[config.mk]
export PLATFORM = sky130hd
export DESIGN_NAME = int_to_float_converter
export DESIGN_NICKNAME = d
export VERILOG_FILES = /design/src/rtl/int_to_float_converter.sv
export SDC_FILE = /design/constraint.sdc
export NUM_CORES = 1
export LEC_CHECK = 0
export ABC_AREA = 1
export ABC_CLOCK_PERIOD_IN_PS = 2170
export BUFFER_PORTS_ARGS = -buffer_cell sky130_fd_sc_hd__buf_2
export CORE_MARGIN = 4
export CORE_UTILIZATION = 56
export DETAILED_ROUTE_END_ITERATION = 6
export GPL_TIMING_DRIVEN = 0
export PLACE_DENSITY = 0.8
export SLEW_MARGIN = 20
export SYNTH_ARGS = -nofsm -noshare
export SYNTH_HDL_FRONTEND = slang
export SYNTH_SLANG_ARGS = --single-unit
[constraint.sdc]
create_clock -name clk -period 2.17 [get_ports clk]
set_clock_uncertainty 0.1 [all_clocks]
set_input_delay 0.3255 -clock clk [delete_from_list [all_inputs] [get_ports clk]]
set_output_delay 0.3255 -clock clk [all_outputs]
set_load 0.01 [all_outputs]
[src/rtl/int_to_float_converter.sv]
// Memory-mapped int32 -> IEEE-754 single converter.
// Normalises one bit per cycle, then truncates the mantissa.
module int_to_float_converter (
   input  logic        clk,
   input  logic        reset,
   input  logic [31:0] Data_Addr,
   input  logic [31:0] Data_In,
   input  logic        MemWrite,
   output logic [31:0] Result
);

   localparam logic [31:0] ADDR_OPERAND = 32'h0000_04A0;
   localparam logic [31:0] ADDR_STATUS  = 32'h0000_04A4;

   typedef enum logic {IDLE, NORM} state_t;

   state_t      state, state_next;
   logic        sign, sign_next;
   logic [31:0] mag, mag_next;
   logic [7:0]  exp, exp_next;
   logic [31:0] fres, fres_next;
   logic        busy, busy_next;
   logic        done, done_next;
   logic [31:0] result_next;

   logic        start;
   logic [31:0] abs_in;

   assign start  = MemWrite && (Data_Addr == ADDR_OPERAND);
   // 0x80000000 negates to itself, which is the correct unsigned magnitude
   assign abs_in = Data_In[31] ? (~Data_In + 32'd1) : Data_In;

   always_ff @(posedge clk) begin
      if (reset) begin
         state  <= IDLE;
         sign   <= 1'b0;
         mag    <= '0;
         exp    <= '0;
         fres   <= '0;
         busy   <= 1'b0;
         done   <= 1'b0;
         Result <= '0;
      end else begin
         state  <= state_next;
         sign   <= sign_next;
         mag    <= mag_next;
         exp    <= exp_next;
         fres   <= fres_next;
         busy   <= busy_next;
         done   <= done_next;
         Result <= result_next;
      end
   end

   // A new operand always wins over an in-flight normalisation step
   always_comb begin
      state_next = state;
      sign_next  = sign;
      mag_next   = mag;
      exp_next   = exp;
      fres_next  = fres;
      busy_next  = busy;
      done_next  = done;

      if (start) begin
         sign_next = Data_In[31];
         mag_next  = abs_in;
         exp_next  = 8'd158;
         done_next = 1'b0;
         if (Data_In == 32'd0) begin
            fres_next  = '0;
            done_next  = 1'b1;
            busy_next  = 1'b0;
            state_next = IDLE;
         end else begin
            busy_next  = 1'b1;
            state_next = NORM;
         end
      end else if (state == NORM) begin
         if (!mag[31]) begin
            mag_next = {mag[30:0], 1'b0};
            exp_next = exp - 8'd1;
         end else begin
            fres_next  = {sign, exp, mag[30:8]};
            busy_next  = 1'b0;
            done_next  = 1'b1;
            state_next = IDLE;
         end
      end
   end

   always_comb begin
      result_next = fres;
      if (Data_Addr == ADDR_STATUS)
         result_next = {30'b0, done, busy};
   end

endmodule

======== Yosys cells after proc, flatten, opt, wreduce, memory -nomap -nowiden ========
Cells that the tools add are included.
word-level totals
  register bits ........................... 108
  bits of input ports ..................... 67
  output and inout bits ................... 32
  logic and storage cells ................. 52
cells by class
  add/subtract/negate cells ............... 2
  eq/ne operators ......................... 4
  muxes and demuxes ....................... 23
  bitwise logic cells ..................... 2
  reduce and logical (&&, ||, !) cells .... 10
operator list
  cell                                                                     count
  32-bit 2-to-1 mux                                                        8
  32-bit by 11-bit equality test with 1-bit output, second input constant  2
  32-bit by 1-bit adder with 32-bit output, second input constant          1
  32-bit zero test                                                         1
  32-bit NOT                                                               1
  8-bit 2-to-1 mux                                                         3
  1-bit 2-to-1 mux                                                         11
  8-bit by 1-bit subtractor with 8-bit output, second input constant       1
  2-bit AND reduction                                                      3
  2-bit by 1-bit inequality test with 1-bit output, second input constant  2
  2-bit nonzero test                                                       2
  2-bit OR reduction                                                       2
  3-bit AND reduction                                                      1
  2-bit 2-to-1 mux                                                         1
  1-bit logical AND                                                        1
  1-bit NOT                                                                1

======== Logic depth before layout (Yosys ltp) ========
  depth in word-level cells ............... 4
  depth in mapped cells ................... 12
  gate-level depth less buffers ........... 11

======== Least setup slack after synthesis ========
Ideal clock, no wire load.
  path type ............................... input -> register
  start point ............................. input port Data_Addr[1]
  end point ............................... register mag[14]
  setup time .............................. 109 ps
  data arrival time ....................... 1400 ps
  data required time ...................... 1961 ps
  setup slack ............................. 561 ps
  stages on the path ...................... 12
  path buffers ............................ 2
  cell sequence ........................... nor2_1 -> nand2_1 -> nor2_2 -> nand2_1 -> nor2_1 -> nand2_2 -> buf_4 -> buf_2 -> nand3_1 -> nand3_1 -> nand2_1 -> inv_1
on the way
  word-level cells in the longest chain between the ends .. 4
  elaborated cells on any way between the ends .. 6
  those cells by class .................... eq/ne: 2; mux: 1; reduce/logical: 3
RTL lines
  element                                                                                                         RTL line  text
  start, declared                                                                                                 6         input logic [31:0] Data_Addr,
  32-bit by 11-bit equality test with 1-bit output (*)                                                            29        assign start = MemWrite && (Data_Addr == ADDR_OPERAND);
  1-bit logical AND (*)                                                                                           29
  2-bit by 1-bit inequality test with 1-bit output (no source line) / 2-bit nonzero test (equally long branches)  n/a
  2-bit AND reduction (no source line)                                                                            n/a
  end signal, assigned                                                                                            46        mag <= mag_next;
  end, declared                                                                                                   19        logic [31:0] mag, mag_next;
Every way passes the cells marked *; elsewhere a longest branch is shown, timed or not.
A chain may end at the register's enable or synchronous reset.

======== Worst setup path in the final report ========
  start point ............................. register state
  end point ............................... register mag[29]
on the way
  word-level cells in the longest chain between the ends .. 2
RTL lines
  element                               RTL line  text
  start, declared                       17        state_t state, state_next;
  start signal, assigned                44        state <= state_next;
  2-bit nonzero test (no source line)   n/a
  2-bit AND reduction (no source line)  n/a
Every way passes these cells.

==> results.md <==
Setup path:
- The critical path startpoint is state$_SDFF_PP0_.
- The capture instance of the worst register-to-register path is mag[29]$_SDFFE_PP0P_.
- The library cell contributing the largest single delay on the critical path is sky130_fd_sc_hd__dfxtp_1.
- The library cell appearing most often on the critical path is sky130_fd_sc_hd__inv_1.
- Counting cells, the worst reg-to-reg path comes to 7.
- STA classifies the critical path endpoint as a flop.
- Data on the critical path arrives at its endpoint at 2070 ps.
- In this design, the stage delay of the slowest critical-path cell is 350 ps.
- The data required time at the worst endpoint is 2370 ps.
- The capturing instance or port of the critical path is mag[29]$_SDFFE_PP0P_.
- The worst setup path is of the flop to flop kind.
- Along the worst path, the maximum fanout reaches 10.
- Setup slack on the worst reg-to-reg path comes out at 300 ps.
- The critical path startpoint category is a flop.
- The signal on the critical path passes through inv_1 > nor2_1 > inv_1 > nand2_2 > buf_2 > o21ai_0 > a21oi_1.
- The worst register-to-register path begins at state$_SDFF_PP0_.

Detailed routing:
- For this block, the initial DRC count from the detailed router was 339.
- The number of nets with antenna violations after detailed routing is 0.
- Summed over all layers, the routed wires come to 13600 µm.
- The number of DRC violations after detailed routing is 0.
- The number of vias after detailed routing is 5530.
- Dividing the detail-routed via count by the number of cells gives 5.05.
- Before antenna repair, the detailed router went through 5 iterations.
- The routed length per instance is 12.4 µm.

STA:
- Setup repair after global routing left no endpoint under its margin.
- At the pin with the least slew margin, the transition time is 713 ps.
- Headroom to the max-slew limit came out at 52.0%.
- Counting I/O delays and the setup requirement, the final critical path takes 1870 ps.
- The worst path uses 86.1% of the clock period.
- Setup violations remaining at the end of the flow were counted as 0.
- The max-slew violation count is 0.
- Static timing analysis puts the maximum clock frequency at 535 MHz.
- The count of final hold-check violations is 0.
- Setup total negative slack on the finished layout was measured at 0 ps.
- The tightest hold path in the finished design has a slack of 150 ps.

Cells and area:
- The filler cells instantiated in the layout total 926.
- The antenna cell count is 0.
- Leaving out fill and tap cells, the most frequent cell in the layout is sky130_fd_sc_hd__nand2_1.
- With fillers left out, the area of the finished cells amounts to 0.00628 mm².
- The top cell types in the final layout, fill and taps aside, are sky130_fd_sc_hd__nand2_1, sky130_fd_sc_hd__nor2_1, sky130_fd_sc_hd__buf_2, sky130_fd_sc_hd__dfxtp_1, sky130_fd_sc_hd__inv_1.
- The utilization after layout is 67.0%.
- The net count of the finished layout is 1031.
- The signed area change from the synthesized netlist to the final layout is 15.2%.
- The share of cells above drive strength 1 is 14.8%.

Pwr:
- IR analysis of the VDD net gives a maximum drop of 0.000311 V.
- The leakage dissipation is 2.90 nW.
- The areal power density over the cells is 540 mW/mm².

Clocking:
- Clock tree synthesis found a total of 108 sinks.
- After clock tree synthesis, the repair step resized 0 gates.
- The number of buffers created by CTS is 9.
- The H-tree depth is 3.
- Counting along the longest clock path gives a buffer depth of 2.
- The clock-pin slew on the worst setup and hold paths is 100 ps.
- In this run the clock root is driven by a sky130_fd_sc_hd__clkbuf_8.
- The number of buffers added to fix hold violations after cts is 0.
- TritonCTS built the clock tree.
- The count of buffers added by post-CTS timing repair for setup is 0.
- The clock insertion delay at the later pin of the skew report is 370 ps.

Synth:
- Of the synthesized area, sequential elements account for 39.7%.
- The top cell type by area accounts for 39.7% of the synthesized area.
- Of all cell types, the one taking the most synthesized area is sky130_fd_sc_hd__dfxtp_1.
- The mean instance size in the synthesized netlist is 6.38 µm².
- The number of instances in the synthesized netlist is 854.
- The number of nets in the synthesized netlist is 923.
- The number of different library cells used by synthesis comes to 31.
- The mapped netlist covers 0.00545 mm².
- The Yosys step of the flow raised 0 warnings.
- By area the synthesized netlist is led by sky130_fd_sc_hd__dfxtp_1, sky130_fd_sc_hd__nand2_1, sky130_fd_sc_hd__nor2_1, sky130_fd_sc_hd__nand3_1, sky130_fd_sc_hd__inv_1.
- The register bit total from synthesis is 108.

Die:
- The overall die width is 107 µm.
- The initial utilization of the core area, before any placement, comes to 58.2%.
- The cell row count is 35.
- The floorplan step set the die height to 107 µm.
- The floorplan core area is 0.00937 mm².
- The area of the die is 0.0114 mm².
- 99 I/O pins were placed.

Placed design:
- The placed instances occupy a cell area of 0.00610 mm².
- Routability-driven placement finished with a final weighted congestion of 0.962.
- The total of buffers placed on input and output ports is 97.
- The HPWL reported at the end of detailed placement is 10800 µm.

Global route:
- The total overflow left after global routing is 0.
- The number of antenna violations at the first check in global routing came to 0.
- The via count of the first global-routing pass is 5104.
- The first global-routing pass estimated 23200 µm of wire.
- The largest net degree at the start of global routing is 20.
- For this run, the total global-route usage over all layers was measured as 24.8%.

Min path:
- The worst min-delay path category is input pin to flop.

Flow run:
- The number of max-capacitance violations reported is 0.

Run status:
- The flow ran to the end, and the final reports show no timing, DRC or antenna violations.
==> cell type report <==
cell class	count	area, µm²	area share [%]
multi-input combinational	610	2730	43.5
clock buffer	9	124	1.97
sequential	108	2160	34.4
tap	129	161	2.57
inverter	95	357	5.68
clock inverter	6	57.6	0.917
buffer	41	204	3.25
timing repair buffer	97	485	7.73
==> sequential cells by signal, summed over array words and instances (netlist names) <==
register	count
mag	32
Result	32
state	1
fres	32
exp	8
busy	1
done	1
sign	1
==> synthesized netlist by cell type <==
| library cell | number |
|---|---|
| sky130_fd_sc_hd__a21oi_1 | 57 |
| sky130_fd_sc_hd__a31oi_1 | 2 |
| sky130_fd_sc_hd__and2_1 | 1 |
| sky130_fd_sc_hd__buf_1 | 3 |
| sky130_fd_sc_hd__buf_2 | 18 |
| sky130_fd_sc_hd__buf_4 | 1 |
| sky130_fd_sc_hd__buf_6 | 3 |
| sky130_fd_sc_hd__clkbuf_1 | 15 |
| sky130_fd_sc_hd__clkbuf_2 | 1 |
| sky130_fd_sc_hd__dfxtp_1 | 108 |
| sky130_fd_sc_hd__ha_1 | 2 |
| sky130_fd_sc_hd__inv_1 | 94 |
| sky130_fd_sc_hd__inv_2 | 1 |
| sky130_fd_sc_hd__nand2_1 | 204 |
| sky130_fd_sc_hd__nand2_2 | 3 |
| sky130_fd_sc_hd__nand2_4 | 1 |
| sky130_fd_sc_hd__nand3_1 | 86 |
| sky130_fd_sc_hd__nand3b_1 | 6 |
| sky130_fd_sc_hd__nand4_1 | 6 |
| sky130_fd_sc_hd__nor2_1 | 152 |
| sky130_fd_sc_hd__nor2_2 | 1 |
| sky130_fd_sc_hd__nor2_4 | 1 |
| sky130_fd_sc_hd__nor3_1 | 2 |
| sky130_fd_sc_hd__nor3b_1 | 2 |
| sky130_fd_sc_hd__o211ai_1 | 2 |
| sky130_fd_sc_hd__o21ai_0 | 68 |
| sky130_fd_sc_hd__o21ai_1 | 1 |
| sky130_fd_sc_hd__o21ai_4 | 1 |
| sky130_fd_sc_hd__o31ai_1 | 3 |
| sky130_fd_sc_hd__xnor2_1 | 1 |
| sky130_fd_sc_hd__xor2_1 | 8 |
==> routing by layer <==
| layer | GRT usage [%] | wire [µm] | vias up | part of all wire (%) |
|---|---|---|---|---|
| met3 | 3.67 | 706 | 20 | 5.2 |
| met5 | 0 | 0 | - | 0 |
| li1 | - | - | 2922 | - |
| met1 | 32.9 | 6480 | 2429 | 48 |
| met2 | 41.6 | 6170 | 159 | 45 |
| met4 | 8.13 | 252 | 0 | 1.9 |
==> how the worst min path moves through the flow <==
| stage | startpoint | end | depth (start not counted) |
|---|---|---|---|
| finish | Data_In[0] | mag[0]$_SDFFE_PP0P_ | 3 |
| global route | Data_In[0] | mag[0]$_SDFFE_PP0P_ | 3 |
| CTS | Data_In[0] | mag[0]$_SDFFE_PP0P_ | 3 |
| detailed placement | fres[18]$_SDFFE_PP0P_ | Result[18]$_SDFF_PP0_ | 2 |
| global placement | fres[14]$_SDFFE_PP0P_ | Result[14]$_SDFF_PP0_ | 2 |
| floorplan | fres[10]$_SDFFE_PP0P_ | Result[10]$_SDFF_PP0_ | 2 |
==> critical path: cells and delay by family (launching register included) <==
family | cells | cell delay (ps)
DFF | 1 | 350
and+or+nand+nor | 2 | 490
AOI/OAI and AO/OA | 2 | 250
buffers and inverters | 3 | 610
==> stage by stage <==
step / power (W) / cells / setup WS [ps]
finish: 0.00339 / 1095 / 302
global route: 0.00352 / 1095 / 108
CTS: 0.00340 / 1095 / 334
detailed placement: 0.00230 / 1080 / 45.0
global placement: 0.00230 / 1080 / 57.3
floorplan: 0.00218 / 854 / 561
==> cells by family (layout without fill, tap and decap cells) <==
family | count (synthesis) | in the layout | synth area share (%)
AOI/OAI and AO/OA | 134 | 134 | 12.8
xor gates and xnor gates | 9 | 9 | 1.45
adders and majority gates | 2 | 2 | 0.459
buffers and inverters | 136 | 248 | 10.3
DFF | 108 | 108 | 39.7
and+or+nand+nor | 465 | 465 | 35.4
==> power by group <==
part / switching, W / internal [W]
clock network: 0.000699 / 0.000435
logic: 0.000174 / 0.000104
registers: 0.000000000000538 / 0.00198
Note: power is estimated with default switching activity, not from simulation.
